--- config.mk ---
export PLATFORM = sky130hd
export DESIGN_NAME = adder_arbiter
export DESIGN_NICKNAME = d
export VERILOG_FILES = /design/src/rtl/adder_arbiter.sv
export SDC_FILE = /design/constraint.sdc
export NUM_CORES = 1
export LEC_CHECK = 0
export CORE_UTILIZATION = 48
export DETAILED_ROUTE_END_ITERATION = 7
export PLACE_DENSITY_LB_ADDON = 0.3
export SLEW_MARGIN = 40
export SYNTH_ARGS = -nofsm -noshare
export SYNTH_HDL_FRONTEND = slang
export SYNTH_SLANG_ARGS = --single-unit
--- constraint.sdc ---
create_clock -name clk -period 7.4 [get_ports clk]
set_clock_uncertainty 0.15 [all_clocks]
set_input_delay 1.48 -clock clk [delete_from_list [all_inputs] [get_ports clk]]
set_output_delay 1.48 -clock clk [all_outputs]
set_load 0.01 [all_outputs]
--- src/rtl/adder_arbiter.sv ---
// Shared 16-bit carry-lookahead adder behind a round-robin arbiter.
// Operands are registered in S1, results are registered in S2, and S2 drives the tagged response port.

module CLA_16_bit_ripple (
    input  logic [15:0] a,
    input  logic [15:0] b,
    input  logic        cin,
    output logic [15:0] sum,
    output logic        cout
);

    logic [4:0] carry_s;

    // One 4-bit lookahead block: returns {carry_out, sum[3:0]}
    function automatic logic [4:0] cla4(input logic [3:0] x, input logic [3:0] y, input logic ci);
        logic [3:0] g;
        logic [3:0] p;
        logic [4:0] c;
        g    = x & y;
        p    = x ^ y;
        c[0] = ci;
        c[1] = g[0] | (p[0] & c[0]);
        c[2] = g[1] | (p[1] & g[0]) | (p[1] & p[0] & c[0]);
        c[3] = g[2] | (p[2] & g[1]) | (p[2] & p[1] & g[0]) | (p[2] & p[1] & p[0] & c[0]);
        c[4] = g[3] | (p[3] & g[2]) | (p[3] & p[2] & g[1]) | (p[3] & p[2] & p[1] & g[0])
             | ((&p) & c[0]);
        return {c[4], p ^ c[3:0]};
    endfunction

    // Four lookahead blocks, with the carry rippling between blocks
    always_comb begin
        carry_s    = 5'd0;
        sum        = 16'd0;
        carry_s[0] = cin;
        for (int k = 0; k < 4; k++) begin
            {carry_s[k+1], sum[4*k +: 4]} = cla4(a[4*k +: 4], b[4*k +: 4], carry_s[k]);
        end
        cout = carry_s[4];
    end

endmodule

module adder_arbiter #(
    parameter int NREQ = 4
) (
    input  logic                 clk,
    input  logic                 rst_n,
    input  logic [NREQ-1:0]      req_valid,
    output logic [NREQ-1:0]      req_ready,
    input  logic [16*NREQ-1:0]   req_a,
    input  logic [16*NREQ-1:0]   req_b,
    input  logic [NREQ-1:0]      req_cin,
    output logic                 resp_valid,
    input  logic                 resp_ready,
    output logic [2:0]           resp_id,
    output logic [15:0]          resp_sum,
    output logic                 resp_cout,
    output logic                 busy
);

    localparam logic [NREQ-1:0] ONE_HOT0 = {{(NREQ-1){1'b0}}, 1'b1};

    logic [2:0]      ptr_r;
    logic            s1_valid_r;
    logic [2:0]      s1_id_r;
    logic [15:0]     s1_a_r;
    logic [15:0]     s1_b_r;
    logic            s1_cin_r;
    logic            resp_valid_r;
    logic [2:0]      resp_id_r;
    logic [15:0]     resp_sum_r;
    logic            resp_cout_r;

    logic            s2_free_s;
    logic            s1_free_s;
    logic            s1_adv_s;
    logic            accept_s;
    logic            found_s;
    logic [2:0]      winner_s;
    logic [3:0]      scan_idx_s;
    logic [NREQ-1:0] grant_s;
    logic [15:0]     a_sel_s;
    logic [15:0]     b_sel_s;
    logic            cin_sel_s;
    logic [2:0]      ptr_nxt_s;
    logic [15:0]     sum_s;
    logic            cout_s;

    // Pipeline advance conditions
    always_comb begin
        s2_free_s = !resp_valid_r || resp_ready;
        s1_free_s = !s1_valid_r || s2_free_s;
        s1_adv_s  = s1_valid_r && s2_free_s;
    end

    // Round-robin scan starting at ptr; only the winner's valid can reach req_ready
    always_comb begin
        found_s    = 1'b0;
        winner_s   = 3'd0;
        scan_idx_s = 4'd0;
        for (int off = 0; off < NREQ; off++) begin
            scan_idx_s = {1'b0, ptr_r} + 4'(off);
            scan_idx_s = (scan_idx_s >= 4'(NREQ)) ? (scan_idx_s - 4'(NREQ)) : scan_idx_s;
            if (!found_s && (|(req_valid & (ONE_HOT0 << scan_idx_s)))) begin
                found_s  = 1'b1;
                winner_s = scan_idx_s[2:0];
            end else begin
                found_s  = found_s;
            end
        end
    end

    // Grant is held off during reset and while S1 cannot take a new entry
    always_comb begin
        grant_s   = found_s ? (ONE_HOT0 << winner_s) : {NREQ{1'b0}};
        req_ready = (rst_n && s1_free_s) ? grant_s : {NREQ{1'b0}};
        accept_s  = |req_ready;
        ptr_nxt_s = (winner_s == 3'(NREQ-1)) ? 3'd0 : (winner_s + 3'd1);
    end

    // Operand mux for the winning requester
    always_comb begin
        a_sel_s   = 16'd0;
        b_sel_s   = 16'd0;
        cin_sel_s = 1'b0;
        for (int i = 0; i < NREQ; i++) begin
            a_sel_s   = (winner_s == 3'(i)) ? req_a[16*i +: 16] : a_sel_s;
            b_sel_s   = (winner_s == 3'(i)) ? req_b[16*i +: 16] : b_sel_s;
            cin_sel_s = (winner_s == 3'(i)) ? req_cin[i]        : cin_sel_s;
        end
    end

    CLA_16_bit_ripple u_cla (
        .a    (s1_a_r),
        .b    (s1_b_r),
        .cin  (s1_cin_r),
        .sum  (sum_s),
        .cout (cout_s)
    );

    // Round-robin pointer moves past the winner on every acceptance
    always_ff @(posedge clk or negedge rst_n) begin
        if (!rst_n) begin
            ptr_r <= 3'd0;
        end else if (accept_s) begin
            ptr_r <= ptr_nxt_s;
        end else begin
            ptr_r <= ptr_r;
        end
    end

    // S1 operand register: load on accept, empty when it moves on without a refill
    always_ff @(posedge clk or negedge rst_n) begin
        if (!rst_n) begin
            s1_valid_r <= 1'b0;
            s1_id_r    <= 3'd0;
            s1_a_r     <= 16'd0;
            s1_b_r     <= 16'd0;
            s1_cin_r   <= 1'b0;
        end else if (accept_s) begin
            s1_valid_r <= 1'b1;
            s1_id_r    <= winner_s;
            s1_a_r     <= a_sel_s;
            s1_b_r     <= b_sel_s;
            s1_cin_r   <= cin_sel_s;
        end else if (s1_adv_s) begin
            s1_valid_r <= 1'b0;
        end else begin
            s1_valid_r <= s1_valid_r;
        end
    end

    // S2 result register: capture the adder output, clear on an unrefilled drain
    always_ff @(posedge clk or negedge rst_n) begin
        if (!rst_n) begin
            resp_valid_r <= 1'b0;
            resp_id_r    <= 3'd0;
            resp_sum_r   <= 16'd0;
            resp_cout_r  <= 1'b0;
        end else if (s1_adv_s) begin
            resp_valid_r <= 1'b1;
            resp_id_r    <= s1_id_r;
            resp_sum_r   <= sum_s;
            resp_cout_r  <= cout_s;
        end else if (resp_valid_r && resp_ready) begin
            resp_valid_r <= 1'b0;
        end else begin
            resp_valid_r <= resp_valid_r;
        end
    end

    assign resp_valid = resp_valid_r;
    assign resp_id    = resp_id_r;
    assign resp_sum   = resp_sum_r;
    assign resp_cout  = resp_cout_r;
    assign busy       = s1_valid_r || resp_valid_r;

endmodule

==> impl_metrics.yaml, run 1 <==
global_routing:
  grt_usage_pct: 26.3
  grt_max_degree: 78
  overflow: 0
  grt_antenna_before_repair: 0
  grt_pass1_wl_mm: 18.1
  first_global_vias: 3819
critical_path:
  crit_fanout: 6
  critPathLaunchType: "primary input"
  cp.required_ns: 5.77
  end_kind: "primary output"
  r2r_slack_ns: 2.66
  critPathKind: "in2out"
  cp_data_arrival_time_ns: 4.55
cts:
  insertion_delay_ns: 0.34
  cts_resized: 0
  clock_sinks: 61
  clk_pin_slew_ns: 0.06
  cts_setup_buffers: 0
  clockBufferDepth: 2
  root_buffer: "clkbuf_8"
  cts_max_level: 3
  cts_tree: "built"
  holdBufCountCts: 0
  cts_buffers: 9
detailed_routing:
  drc: 0
  viasPerCell: 5.73
  routed_wl_mm: 11.7
  first_pass_iters: 6
  ant_nets: 0
  via_count: 3997
  drt_iter0_markers: 165
  wl_per_cell_um: 16.8
synth:
  synth_edf_count: 0
  synth_seq_cells: 61
  ys_warn_count: 0
  synth_nets: 604
  yosysSeqAreaShare_pct: 36.5
  syn_area_per_cell_um2: 9.63
  synth_top_family_by_area: "compound AO/OA/AOI/OAI gates"
  async_flop_share_pct: 100
  mappedNetlistArea_um2: 4190
  netlist-cell-type-count: 47
  synth_ff_type: "dfrtp_1"
  synth_fa_ha_area_share_pct: 9.68
  synth_compound_area_share_pct: 25.8
  synth_simple_gate_area_share_pct: 10.4
  synthMuxAreaShare_pct: 10.7
  synth_cells: 435
  synth-xor-area-share_pct: 2.09
floorplanning:
  die_h_um: 95.4
  die_area_um2: 9100
  ios: 165
  coreArea_um2: 8340
  num_rows: 33
  start_util_pct: 50.2
  die_w_um: 95.4
sta:
  final.period_utilization_pct: 83.5
  hold_violations: 0
  relSlewSlack_pct: 53.4
  tightest_slew_ns: 0.699
  setup_violations: 0
  fmax_ghz: 0.162
  rsz0062_at_grt: "no"
  setup_slack_ns: 1.22
  post-route-min-period_ns: 6.18
  setup_tns_ns: 0
  slew_viol_final: 0
place:
  globalplace.congestion: 0.934
  pre_cts_slack_ns: 1.31
  io_buffer_count: 164
  dp_hpwl_mm: 8.85
flow_run:
  cap_violations: 0
min_path:
  hold_class: "reg2reg"
final_layout:
  final_cell_mix: "clkdlybuf4s50_1, o21ai_1, dfrtp_1, nand2_1, mux2_2"
  antenna_cells: 0
  drive_above_1_share_pct: 12.7
  fin_nets: 756
  fillers: 657
  layout-area-overhead-vs-synth_pct: 45.1
  layout_commonest_cell: "clkdlybuf4s50_1"
power_and_ir_drop:
  p_per_area_nw_per_um2: 545
  irDropWorstVdd_v: 0.000376
  p_leak_uw: 0.00256
status:
  outcome: "completed"
-- final timing paths --
check | end | cells past startpoint | from
min in group asynchronous | resp_sum[14] | 2 | rst_n
worst max register to register | s1_b_r[7] | 14 | ptr_r[1]
worst max-delay path | req_ready[2] | 11 | req_valid[2]
max in group asynchronous | s1_a_r[0] | 2 | rst_n
worst min-delay path | resp_sum[2] | 2 | resp_sum[2]
worst min register to register | resp_sum[2] | 2 | resp_sum[2]
-- critical path, stage by stage --
cell	delay, ns
clkdlybuf4s50_1	0.46
a22oi_1	0.26
a21boi_1	0.45
a21oi_1	0.13
o31ai_1	0.51
inv_1	0.18
ha_1	0.32
nor2b_2	0.19
inv_1	0.05
nor2_1	0.04
clkdlybuf4s50_1	0.48
-- logic make-up after synthesis --
family,count (synthesis)
mux,40
simple gates,95
flops,61
buf+inv,39
xor+xnor,10
compound gates,160
fa+ha+maj,30
-- stage by stage --
stage	cells	instance area, um^2	util, %	total power [uW]	hold slack [ns]
after floorplan	435	4190	-	2370	0.299
after global placement	681	5860	70.3	2900	0.312
after detailed placement	681	5860	70.3	2980	0.321
after CTS	697	6070	72.8	3310	0.337
after global routing	697	6070	72.8	3580	0.363
final	697	6070	72.8	3310	0.330
-- metal layers --
| layer | vias up | GRT usage [%] | routed length (um) | part of all wire, % |
|---|---|---|---|---|
| met5 | - | 0 | 0 | 0 |
| met4 | 0 | 9.70 | 263 | 2.2 |
| li1 | 1925 | - | - | - |
| met1 | 1895 | 32.9 | 4990 | 43 |
| met2 | 155 | 45.6 | 5870 | 50 |
| met3 | 22 | 4.07 | 605 | 5.2 |
-- area by class of cell --
type                    count  area [um^2]  share of cell area [%]
clock buffers              11          131                    2.16
clock inverters             5         75.1                    1.24
inverters                   9         33.8                   0.556
multi-input cells         335         2480                    40.9
flip-flops and latches     61         1530                    25.1
well taps                 105          131                    2.16
repair buffers            171         1690                    27.9
-- report_power, final --
| part | switching (uW) | internal [uW] |
|---|---|---|
| clock | 125 | 188 |
| combinational | 1310 | 1080 |
| sequential | 109 | 495 |
-- synth_stat cells, types with 3 or more instances --
cell / n / area share [%]
mux2_2: 39 / 10
buf_2: 9 / 1.1
clkbuf_1: 13 / 1.2
inv_1: 9 / 0.81
o21ai_1: 71 / 8.5
o31ai_1: 4 / 0.72
nand2b_1: 4 / 0.60
xor2_1: 5 / 1.0
a22oi_1: 3 / 0.54
nand2_1: 59 / 5.3
fa_1: 4 / 1.9
nand3_1: 3 / 0.36
nor2_1: 12 / 1.1
a21oi_1: 11 / 1.3
xnor2_1: 5 / 1.0
a221o_1: 34 / 8.1
o21ai_0: 17 / 2.0
buf_4: 4 / 0.72
ha_1: 26 / 7.8
dfrtp_1: 61 / 36
buf_6: 4 / 1.1
a21o_1: 4 / 0.72
and2_1: 4 / 0.60
-- flip-flops by register name (all words and copies together), names as in the netlist --
signal,flops
s1_b_r,16
s1_cin_r,1
ptr_r,3
s1_a_r,16
resp_cout,1
resp_sum,16
s1_id_r,3
s1_valid_r,1
resp_valid,1
resp_id,3
Power figures use the tool's default switching activity.
==> run 2, diff against run 1 <==
CORE_UTILIZATION = 44   (was 48)
clock period = 6.15 ns   (was 7.4 ns; I/O delays follow)
==> run 2 against run 1 <==
Against the previous run:
- die area rose by 8.9%
- register-to-register slack worse by 1.1 ns
- count of clock-buffer cells in the layout increased by 1
- utilization down 6.6 points
- total power increased by 19%
- hold slack worse by 0.00066 ns
- final cell count is 3.4% higher
- global-route usage is 2.9 points lower
- non-clock buffer count did not move
- cell area grew 0.80%
- critical path depth did not move
- critical endpoint unchanged
==> impl_metrics.yaml, run 2 (synthesis results as in run 1) <==
status:
  outcome: "completed"
final_layout:
  fin_nets: 756
  fin_cells: 721
  layout-area-overhead-vs-synth_pct: 46.2
  layout_commonest_cell: "clkdlybuf4s50_1"
  fillers: 785
  seqCellArea_um2: 1530
  multi_input_area_um2: 2480
  drive_above_1_share_pct: 12.8
  antenna_cells: 0
  final_cell_mix: "clkdlybuf4s50_1, o21ai_1, dfrtp_1, nand2_1, mux2_2"
  final_util_pct: 66.3
cts:
  cts_max_level: 3
  insertion_delay_ns: 0.32
  clockBufferDepth: 2
  clk_pin_slew_ns: 0.07
  holdBufCountCts: 0
  root_buffer: "clkbuf_8"
  cts_resized: 0
  cts_buffers: 9
  cts_tree: "built"
  cts_setup_buffers: 0
  clock_sinks: 61
power_and_ir_drop:
  irDropWorstVdd_v: 0.000468
  total_power_uw: 3950
  p_per_area_nw_per_um2: 645
  p_leak_uw: 0.00257
sta:
  hold_ws_ns: 0.329
  relSlewSlack_pct: 52.9
  hold_violations: 0
  setup_tns_ns: 0
  tightest_slew_ns: 0.707
  setup_violations: 0
  final.period_utilization_pct: 91.3
  fmax_ghz: 0.178
  slew_viol_final: 0
  post-route-min-period_ns: 5.62
  rsz0062_at_grt: "no"
detailed_routing:
  first_pass_iters: 5
  viasPerCell: 5.44
  ant_nets: 0
  routed_wl_mm: 11.3
  drc: 0
  via_count: 3919
  wl_per_cell_um: 15.7
  drt_iter0_markers: 188
floorplanning:
  start_util_pct: 45.3
  num_rows: 35
  coreArea_um2: 9240
  die_w_um: 99.6
  die_area_um2: 9910
  die_h_um: 99.6
  ios: 165
critical_path:
  startpoint: "req_valid[2]"
  cp.required_ns: 4.77
  critPathLaunchType: "primary input"
  crit_path_top_delay_cell: "clkdlybuf4s50_1"
  end_kind: "primary output"
  cp_cell_sequence: "clkdlybuf4s50_1 > a22oi_1 > a21boi_1 > a21oi_1 > o31ai_1 > inv_1 > ha_1 > nor2b_2 > inv_1 > nor2_1 > clkdlybuf4s50_1"
  critPathKind: "in2out"
  slowest_delay_ns: 0.51
  worstReg2RegStart: "ptr_r[1]"
  cp_data_arrival_time_ns: 4.24
  crit_fanout: 6
place:
  globalplace.congestion: 0.883
  place_inst: 705
  dp_hpwl_mm: 8.65
  io_buffer_count: 164
global_routing:
  grt_pass1_wl_mm: 18.5
  grtUsageMet2_pct: 40.5
  first_global_vias: 3973
  grtUsageMet3_pct: 4.57
  met1_usage_pct: 29.9
  grt_max_degree: 78
  grt-busiest-layer: "met2"
  grt_usage_pct: 23.4
  overflow: 0
  grt_antenna_before_repair: 0
min_path:
  hold_path_startpoint: "resp_sum[11]"
  hold_class: "reg2reg"
flow_run:
  cap_violations: 0
run 2: changes by cell type in the layout (fill, tap and decap cells not counted):
cell      before  now
clkbuf_8       9   11
clkinv_2       3    2
clkbuf_1       2    1
run 2: area by class of cell:
class | instances | share of cell area (%)
clock inverters | 4 | 1.14
clock buffers | 12 | 2.53
inverters | 9 | 0.552
well taps | 129 | 2.64
flip-flops and latches | 61 | 24.9
multi-input cells | 335 | 40.6
repair buffers | 171 | 27.6
run 2: through the flow:
step / setup slack [ns] / instance area (um^2)
6_report: 0.533 / 6120
3_3_place_gp: 0.746 / 5890
4_1_cts: 0.570 / 6120
5_1_grt: 0.355 / 6120
3_5_place_dp: 0.579 / 5890
2_1_floorplan: 1.42 / 4190
run 2: power breakdown:
| part | switching (uW) | total (uW) | internal (uW) |
|---|---|---|---|
| clock | 149 | 398 | 249 |
| sequential | 130 | 726 | 596 |
| combinational | 1530 | 2830 | 1300 |
run 2: worst max-delay path, delay by kind of cell:
family	cells	cell delay, ns
buffers and inverters	4	1.19
and+or+nand+nor	2	0.22
AOI/OAI and AO/OA	4	1.29
adders and majority gates	1	0.29
run 2: metal layers:
metal	share of wire, %	up-vias	routed length [um]
met5	0	-	0
met4	0.89	0	101
met3	5.8	10	652
met2	49	136	5560
met1	44	1854	4980
li1	-	1919	-
run 2: path summary, 6_finish.rpt:
| check | end | depth (start not counted) | slack, ns |
|---|---|---|---|
| worst min-delay path | resp_sum[11] | 2 | 0.33 |
| max in group asynchronous | resp_id[2] | 2 | 4.51 |
| worst min register to register | resp_sum[11] | 2 | 0.33 |
| worst max register to register | s1_b_r[8] | 14 | 1.56 |
| worst max-delay path | req_ready[2] | 11 | 0.53 |
| min in group asynchronous | resp_sum[7] | 2 | 0.93 |
